`config.mk`:
```
export PLATFORM = sky130hd
export DESIGN_NAME = mem_arbiter
export DESIGN_NICKNAME = d
export VERILOG_FILES = /design/src/rtl/d8_mem_pkg.sv /design/src/rtl/mem_arb_fair.sv /design/src/rtl/mem_arbiter.sv
export SDC_FILE = /design/constraint.sdc
export NUM_CORES = 1
export LEC_CHECK = 0
export BUFFER_PORTS_ARGS = -buffer_cell sky130_fd_sc_hd__buf_2
export CORE_ASPECT_RATIO = 1.1
export CORE_MARGIN = 2
export CORE_UTILIZATION = 34
export CTS_CLUSTER_DIAMETER = 150
export DETAILED_ROUTE_END_ITERATION = 16
export GPL_ROUTABILITY_DRIVEN = 0
export PLACE_DENSITY = 0.89
export SLEW_MARGIN = 30
export SYNTH_ARGS = -nofsm -noshare
export SYNTH_HDL_FRONTEND = slang
export SYNTH_SLANG_ARGS = --single-unit
```
`constraint.sdc`:
```
create_clock -name sys_clk -period 1.4 [get_ports sys_clk]
set_input_delay 0.21 -clock sys_clk [delete_from_list [all_inputs] [get_ports sys_clk]]
set_output_delay 0.21 -clock sys_clk [all_outputs]
set_load 0.03 [all_outputs]
```
`src/rtl/d8_mem_pkg.sv`:
```
// Shared defaults and arbiter state encoding for the CPU/VGA shared-RAM arbiter.
package d8_mem_pkg;

    localparam int unsigned AW_DEF        = 12;
    localparam int unsigned DW_DEF        = 8;
    localparam int unsigned VGA_BURST_DEF = 4;

    // Owner of the current memory cycle
    typedef enum logic [1:0] {
        ST_IDLE = 2'd0,
        ST_VGA  = 2'd1,
        ST_CPU  = 2'd2
    } arb_state_e;

endpackage

```
`src/rtl/mem_arb_fair.sv`:
```
// Grant decision plus VGA streak counter: VGA wins ties until it has taken
// VGA_BURST consecutive cycles while the CPU waits, then the CPU gets one.
module mem_arb_fair
    import d8_mem_pkg::*;
#(
    parameter int unsigned VGA_BURST = VGA_BURST_DEF
) (
    input  logic       i_clk,
    input  logic       i_rst_n,
    input  logic       i_cpu_req,
    input  logic       i_vga_req,
    output logic       o_cpu_gnt_c,
    output logic       o_vga_gnt_c,
    output arb_state_e o_state
);

    localparam int unsigned SW = $clog2(VGA_BURST + 1);

    arb_state_e    r_state;
    arb_state_e    w_next_state;
    logic [SW-1:0] r_streak;

    always_ff @(posedge i_clk) begin
        if (!i_rst_n) begin
            r_state <= ST_IDLE;
        end else begin
            r_state <= w_next_state;
        end
    end

    // Owner of this cycle is decided combinationally; grants follow directly
    always_comb begin
        w_next_state = ST_IDLE;
        o_cpu_gnt_c  = 1'b0;
        o_vga_gnt_c  = 1'b0;
        if (i_rst_n) begin
            if (i_cpu_req && i_vga_req) begin
                w_next_state = (r_streak >= SW'(VGA_BURST)) ? ST_CPU : ST_VGA;
            end else if (i_cpu_req) begin
                w_next_state = ST_CPU;
            end else if (i_vga_req) begin
                w_next_state = ST_VGA;
            end
        end
        o_cpu_gnt_c = (w_next_state == ST_CPU);
        o_vga_gnt_c = (w_next_state == ST_VGA);
    end

    // Counts VGA grants taken while the CPU is waiting; saturates at VGA_BURST
    always_ff @(posedge i_clk) begin
        if (!i_rst_n) begin
            r_streak <= '0;
        end else if (!i_cpu_req || o_cpu_gnt_c) begin
            r_streak <= '0;
        end else if (o_vga_gnt_c && (r_streak < SW'(VGA_BURST))) begin
            r_streak <= r_streak + SW'(1);
        end
    end

    assign o_state = r_state;

endmodule

```
`src/rtl/mem_arbiter.sv`:
```
// Shared single-port RAM arbiter between a read/write CPU port and a read-only
// VGA port: address/data muxing and one-cycle read-valid pipeline.
module mem_arbiter
    import d8_mem_pkg::*;
#(
    parameter int unsigned AW        = AW_DEF,
    parameter int unsigned DW        = DW_DEF,
    parameter int unsigned VGA_BURST = VGA_BURST_DEF
) (
    input  logic          sys_clk,
    input  logic          sys_rst,
    input  logic          cpu_req,
    input  logic          cpu_we,
    input  logic [AW-1:0] cpu_a,
    input  logic [DW-1:0] cpu_dw,
    output logic          cpu_gnt,
    output logic          cpu_rvalid,
    output logic [DW-1:0] cpu_dr,
    input  logic          vga_req,
    input  logic [AW-1:0] vga_a,
    output logic          vga_gnt,
    output logic          vga_rvalid,
    output logic [DW-1:0] vga_dr,
    output logic [AW-1:0] mem_a,
    output logic          mem_we,
    output logic [DW-1:0] mem_dw,
    input  logic [DW-1:0] mem_dr
);

    logic       w_cpu_gnt;
    logic       w_vga_gnt;
    arb_state_e w_state;
    logic       r_cpu_rvalid;
    logic       w_cpu_rvalid;
    logic       w_vga_rvalid;

    mem_arb_fair #(
        .VGA_BURST (VGA_BURST)
    ) u_fair (
        .i_clk       (sys_clk),
        .i_rst_n     (sys_rst),
        .i_cpu_req   (cpu_req),
        .i_vga_req   (vga_req),
        .o_cpu_gnt_c (w_cpu_gnt),
        .o_vga_gnt_c (w_vga_gnt),
        .o_state     (w_state)
    );

    assign cpu_gnt = w_cpu_gnt;
    assign vga_gnt = w_vga_gnt;

    // RAM port driven from whichever requester owns this cycle
    always_comb begin
        mem_a  = '0;
        mem_we = 1'b0;
        mem_dw = '0;
        if (w_cpu_gnt) begin
            mem_a  = cpu_a;
            mem_we = cpu_we;
            mem_dw = cpu_dw;
        end else if (w_vga_gnt) begin
            mem_a  = vga_a;
        end
    end

    always_ff @(posedge sys_clk) begin
        if (!sys_rst) begin
            r_cpu_rvalid <= 1'b0;
        end else begin
            r_cpu_rvalid <= w_cpu_gnt & ~cpu_we;
        end
    end

    // VGA only reads, so last cycle's owner being VGA is its read-valid
    assign w_vga_rvalid = (w_state == ST_VGA);

    // Reset masks the read side immediately so a pending read never leaks out
    assign w_cpu_rvalid = r_cpu_rvalid & sys_rst;
    assign cpu_rvalid   = w_cpu_rvalid;
    assign vga_rvalid   = w_vga_rvalid & sys_rst;
    assign cpu_dr       = w_cpu_rvalid ? mem_dr : '0;
    assign vga_dr       = vga_rvalid ? mem_dr : '0;

endmodule

```
Word level (Yosys, flattened, before mapping)
Cells that the tools add are included.
- output and inout bits: 41
- bits in registers: 6
- input bits: 45
- word-level logic and storage cells: 30
- reduce and logical (&&, ||, !) cells: 5
- add/sub/neg operators: 1
- bitwise gates (word level): 5
- equality and inequality tests: 3
- mux-type cells: 11
- order comparisons: 2
- operators by type and width (kind ; count):
    two-way mux 12 bit ; 2
    two-way mux 8 bit ; 3
    two-way mux 2 bit ; 4
    equality test 2 x 1 -> 1 bit (second input constant) ; 2
    adder 3 x 1 -> 3 bit (second input constant) ; 1
    bitwise AND 1 bit ; 3
    >= comparator 3 bit (second input constant) ; 1
    < comparator 3 bit (second input constant) ; 1
    equality test 2 bit (second input constant) ; 1
    logical AND 1 bit ; 2
    two-way mux 1 bit ; 2
    NOT 1 bit ; 2
    OR reduction 2 bit ; 1
    zero test 1 bit ; 1
    logical OR 1 bit ; 1

Logic depth before layout (Yosys ltp)
- word-level depth: 7
- mapped depth: 4
- depth with buffers taken out: 2

Modules after synthesis
From an unflattened synthesis, not the netlist that was laid out.
- cell total of the unflattened synthesis: 75
- area total of the unflattened synthesis: 541.8 sq um
- modules (own cells, without submodules) (module ; instances ; area each (sq um) ; cells each ; seq. area each (sq um)):
    mem_arbiter ; 1 ; 361.6 ; 58 ; 20.0
    mem_arb_fair ; 1 ; 180.2 ; 17 ; 100.1

Least setup slack after synthesis
No wires, ideal clock.
- path kind: flip-flop to output port
- start: register u_fair.r_streak[2]
- end: output port mem_dw[0]
- stages on the path, launching flop included: 5
- path buffers: 2
- data required time: 1.190 ns
- arrival time: 1.426 ns
- path slack: -0.236 ns
- cell sequence: dfxtp_1 > nor2b_4 > buf_6 > clkbuf_8 > nor3b_1
- word-level cells in the longest chain between the ends: 6
- ends and longest elaborated chain (element ; RTL line ; source):
    from (decl) ; mem_arb_fair.sv:21 ; logic [SW-1:0] r_streak;
    from (signal assigned) ; mem_arb_fair.sv:56 ; r_streak <= r_streak + SW'(1);
    >= comparator 3 bit ; mem_arb_fair.sv:38 ; w_next_state = (r_streak >= SW'(VGA_BURST)) ? ST_CPU : ST_VGA;
    two-way mux 2 bit ; mem_arb_fair.sv:38 ;
    two-way mux 2 bit ; mem_arb_fair.sv:37 ; if (i_cpu_req && i_vga_req) begin
    two-way mux 2 bit ; mem_arb_fair.sv:36 ; if (i_rst_n) begin
    equality test 2 bit ; mem_arb_fair.sv:45 ; o_cpu_gnt_c = (w_next_state == ST_CPU);
    two-way mux 8 bit ; mem_arbiter.sv:57 ; if (w_cpu_gnt) begin
    to (decl) ; mem_arbiter.sv:26 ; output logic [DW-1:0] mem_dw,
Every way passes these cells.

Worst setup path after layout
- start: register u_fair.r_streak[2]
- end: output port mem_a[6]
- word-level cells in the longest chain between the ends: 7
- elaborated cells between the ends (all ways): 8
- those cells by class: order compare (1); eq/ne (2); mux (5)
- ends and longest elaborated chain (element ; RTL line ; source):
    >= comparator 3 bit (*) ; mem_arb_fair.sv:38 ;
    two-way mux 2 bit (*) ; mem_arb_fair.sv:38 ;
    two-way mux 2 bit (*) ; mem_arb_fair.sv:37 ;
    two-way mux 2 bit (*) ; mem_arb_fair.sv:36 ;
    equality test 2 x 1 -> 1 bit ; mem_arb_fair.sv:46 ; o_vga_gnt_c = (w_next_state == ST_VGA);
    two-way mux 12 bit ; mem_arbiter.sv:61 ; end else if (w_vga_gnt) begin
    two-way mux 12 bit (*) ; mem_arbiter.sv:57 ;
    to (decl) ; mem_arbiter.sv:24 ; output logic [AW-1:0] mem_a,
Mark *: on every way between the ends. The rest lies on a longest branch, timed or not.

==> impl_metrics.csv <==
group,metric,value,unit
status,outcome,"finished, violations left",
status,violations,"negative setup slack",
hold_path,min_from,"cpu_we",
timing,finalHoldViolations,0,
worst_setup_path,worstPathRequired,1.19,ns
detailed_routing,routed-wl-met2,1.42,mm
timing,min_period,1.46,ns
clocking,clk_pin_slew,0.05,ns
placement,hpwl,2.03,mm
detailed_routing,via_count,1023,
global_route,grt_pass1_vias,902,
timing,relSlewSlack,78.4,%
detailed_routing,wl_per_cell,13.1,um
final_layout,nets,228,
timing,fin_worst_skew,0.00246,ns
global_route,antenna_found_initial,0,
die,die_h,53.7,um
detailed_routing,drc_errors,0,
timing,tightest_slew,0.323,ns
detailed_routing,first_pass_iters,4,
hold_path,hold_class,"input port to flip-flop",
clocking,clock_latency,0.25,ns
clocking,hold_buffers,0,
final_layout,drive_gt1_share,69.4,%
placement,dp_slack,0.0309,ns
worst_setup_path,r2r_cells,5,
hold_path,hold_path_depth,2,
synth,yosys.area.top_type,"o32ai_2",
global_route,gr-total-overflow,0,
detailed_routing,routed_via_density,4.87,
synth,synth_top_area_share,21.3,%
detailed_routing,wl_met1,958,um
worst_setup_path,critical_path_arrival,1.25,ns
timing,fin_ws,-0.0605,ns
synth,yosysSeqAreaShare,15.7,%
synth,synth_cell_types,23,
worst_setup_path,critical-path-max-stage-delay,0.37,ns
worst_setup_path,end_kind,"output port",
synth,synth_seq_cells,6,
worst_setup_path,path_buf_inv,2,
clocking,clock-root-buffer,"clkbuf_4",
final_layout,num-fill-cells,200,
worst_setup_path,crit_type,"flip-flop to output port",
clocking,cts_tree,"built",
worst_setup_path,crit_chain,"nor2b_4 > buf_6 > o32ai_2 > buf_4",
worst_setup_path,ff2ff_setup_slack,0.22,ns
die,core_area,2180,um2
placement,io_buffers,85,
die,die_x,49.2,um
detailed_routing,drt_iter0_drc,10,
worst_setup_path,reg2reg_to,"u_fair.r_streak[2]",
clocking,clock_sinks,6,
die,num_rows,18,
worst_setup_path,cp-start-kind,"flip-flop",
detailed_routing,top_layer,"met4",
power,p_leak,0.000745,uW
worst_setup_path,crit_fanout,8,
run,maxCapViolCount,0,
timing,finalCritPeriodShare,104,%
global_route,grt_pass1_wl,3.95,mm
timing,grt_setup_unrepaired,"true",
die,boundaryPins,86,
timing,fmax,685,MHz
global_route,grt_max_degree,15,
power,cellPowerDensity,517,nW/um2
synth,synthCells,94,
die,start_util,35.0,%
global_route,grt_usage,20.4,%
synth,syn-cell-area,764,um2
timing,setup_viol,22,
worst_setup_path,r2r-start,"u_fair.r_streak[2]",
clocking,cts_buffer_depth,2,
synth,syn_area_per_cell,8.13,um2
final_layout,area_growth,79.1,%
final_layout,final_area,1370,um2
timing,drv_slew,0,
hold_path,whs_endpoint,"r_cpu_rvalid",
power,peakVddDrop,0.314,mV
detailed_routing,drtAntennaViolNets,0,
worst_setup_path,slowest_stage,"dfxtp_4",
clocking,cts_buffers,3,
placement,placed_area,1190,um2
die,dieArea,2640,um2
detailed_routing,dr_wl_met3,309,um
synth,yosys-top-cells-area,"o32ai_2 21%, dfxtp_1 16%, nand2_1 12%",
final_layout,antennaDiodeCount,0,
worst_setup_path,critPathTopFamily,"flip-flops",
clocking,htree_levels,1,
detailed_routing,drt-total-wl,2.74,mm
synth,yosysWarnings,0,
synth,syn-num-nets,140,
==> how the worst max path moves through the flow <==
stage	startpoint	end	cells after the start
5_1_grt	u_fair.r_streak[2]	mem_a[8]	4
3_5_place_dp	sys_rst	mem_a[8]	5
3_3_place_gp	sys_rst	mem_a[10]	5
2_1_floorplan	u_fair.r_streak[2]	mem_dw[0]	4
6_report	u_fair.r_streak[2]	mem_a[6]	4
4_1_cts	u_fair.r_streak[2]	mem_a[11]	3
==> layout by cell type, fill, tap and decap left out, drive strengths merged, types with 2 or more instances in the layout <==
master	n
clkbuf	3
buf	93
nand2	25
dfxtp	6
and2	9
and4	2
and3	8
nor3b	10
o32ai	12
nor2	4
inv	2
a21bo	2
==> cells by family after synthesis <==
logic type	count (synthesis)	synth area share, %
AO/OA/AOI/OAI	13	24.9
AND/OR/NAND/NOR	61	44.5
flip-flops	6	15.7
buffers and inverters	13	13.3
adder cells (fa/ha/maj)	1	1.64
==> cell type report <==
| class | count | area, um2 | share of cell area (%) |
|---|---|---|---|
| well taps | 30 | 37.5 | 2.74 |
| multi-input cells | 76 | 613 | 44.8 |
| inverters | 2 | 7.51 | 0.548 |
| repair buffers | 93 | 564 | 41.2 |
| flip-flops and latches | 6 | 124 | 9.05 |
| clock buffers | 3 | 22.5 | 1.65 |
==> flip-flops by register name, summed over array words and instances (netlist names) <==
register and flops:
u_fair.r_streak 3, u_fair.o_state 2, r_cpu_rvalid 1
==> layer usage <==
metal  vias up  GRT usage [%]
met5         -              0
met4         0           11.4
met3         5           6.39
met2        64           40.8
met1       446           18.5
li1        508              -
==> repair_timing <==
| item | in CTS | in global routing |
|---|---|---|
| resized for setup | 36 | 12 |
| endpoints found under the setup margin | 29 | 28 |
| gates cloned | 1 | 0 |
| pin swaps | 13 | 1 |
| setup buffers | 1 | 1 |
==> cell usage after synthesis <==
master,count
nand2_1,24
nor3b_1,10
o32ai_2,10
and2_1,9
and3_1,8
dfxtp_1,6
buf_2,4
nor2_1,4
buf_6,3
and4_2,2
o32ai_1,2
a21bo_2,1
and3b_1,1
buf_4,1
buf_8,1
clkbuf_1,1
clkbuf_8,1
ha_1,1
inv_1,1
inv_2,1
nand2_2,1
nor2b_4,1
nor3_1,1
==> power by group <==
part	total, uW	switching (uW)	internal [uW]	leakage (uW)
Combinational	364	205	158	0.000682
Clock	167	70.0	97.5	0.0000138
Sequential	177	2.57	174	0.0000498
==> metrics by stage <==
stage	TNS, ns	hold WS (ns)	power [uW]	std cells	util, %
2_1_floorplan	-1.99	0.289	397	94	-
3_3_place_gp	0	0.389	500	204	54.4
3_5_place_dp	0	0.389	504	204	54.4
4_1_cts	-0.635	0.125	707	209	61.6
6_report	-0.538	0.126	708	210	62.7
5_1_grt	-1.68	0.130	749	210	62.7
Power figures use the tool's default switching activity.
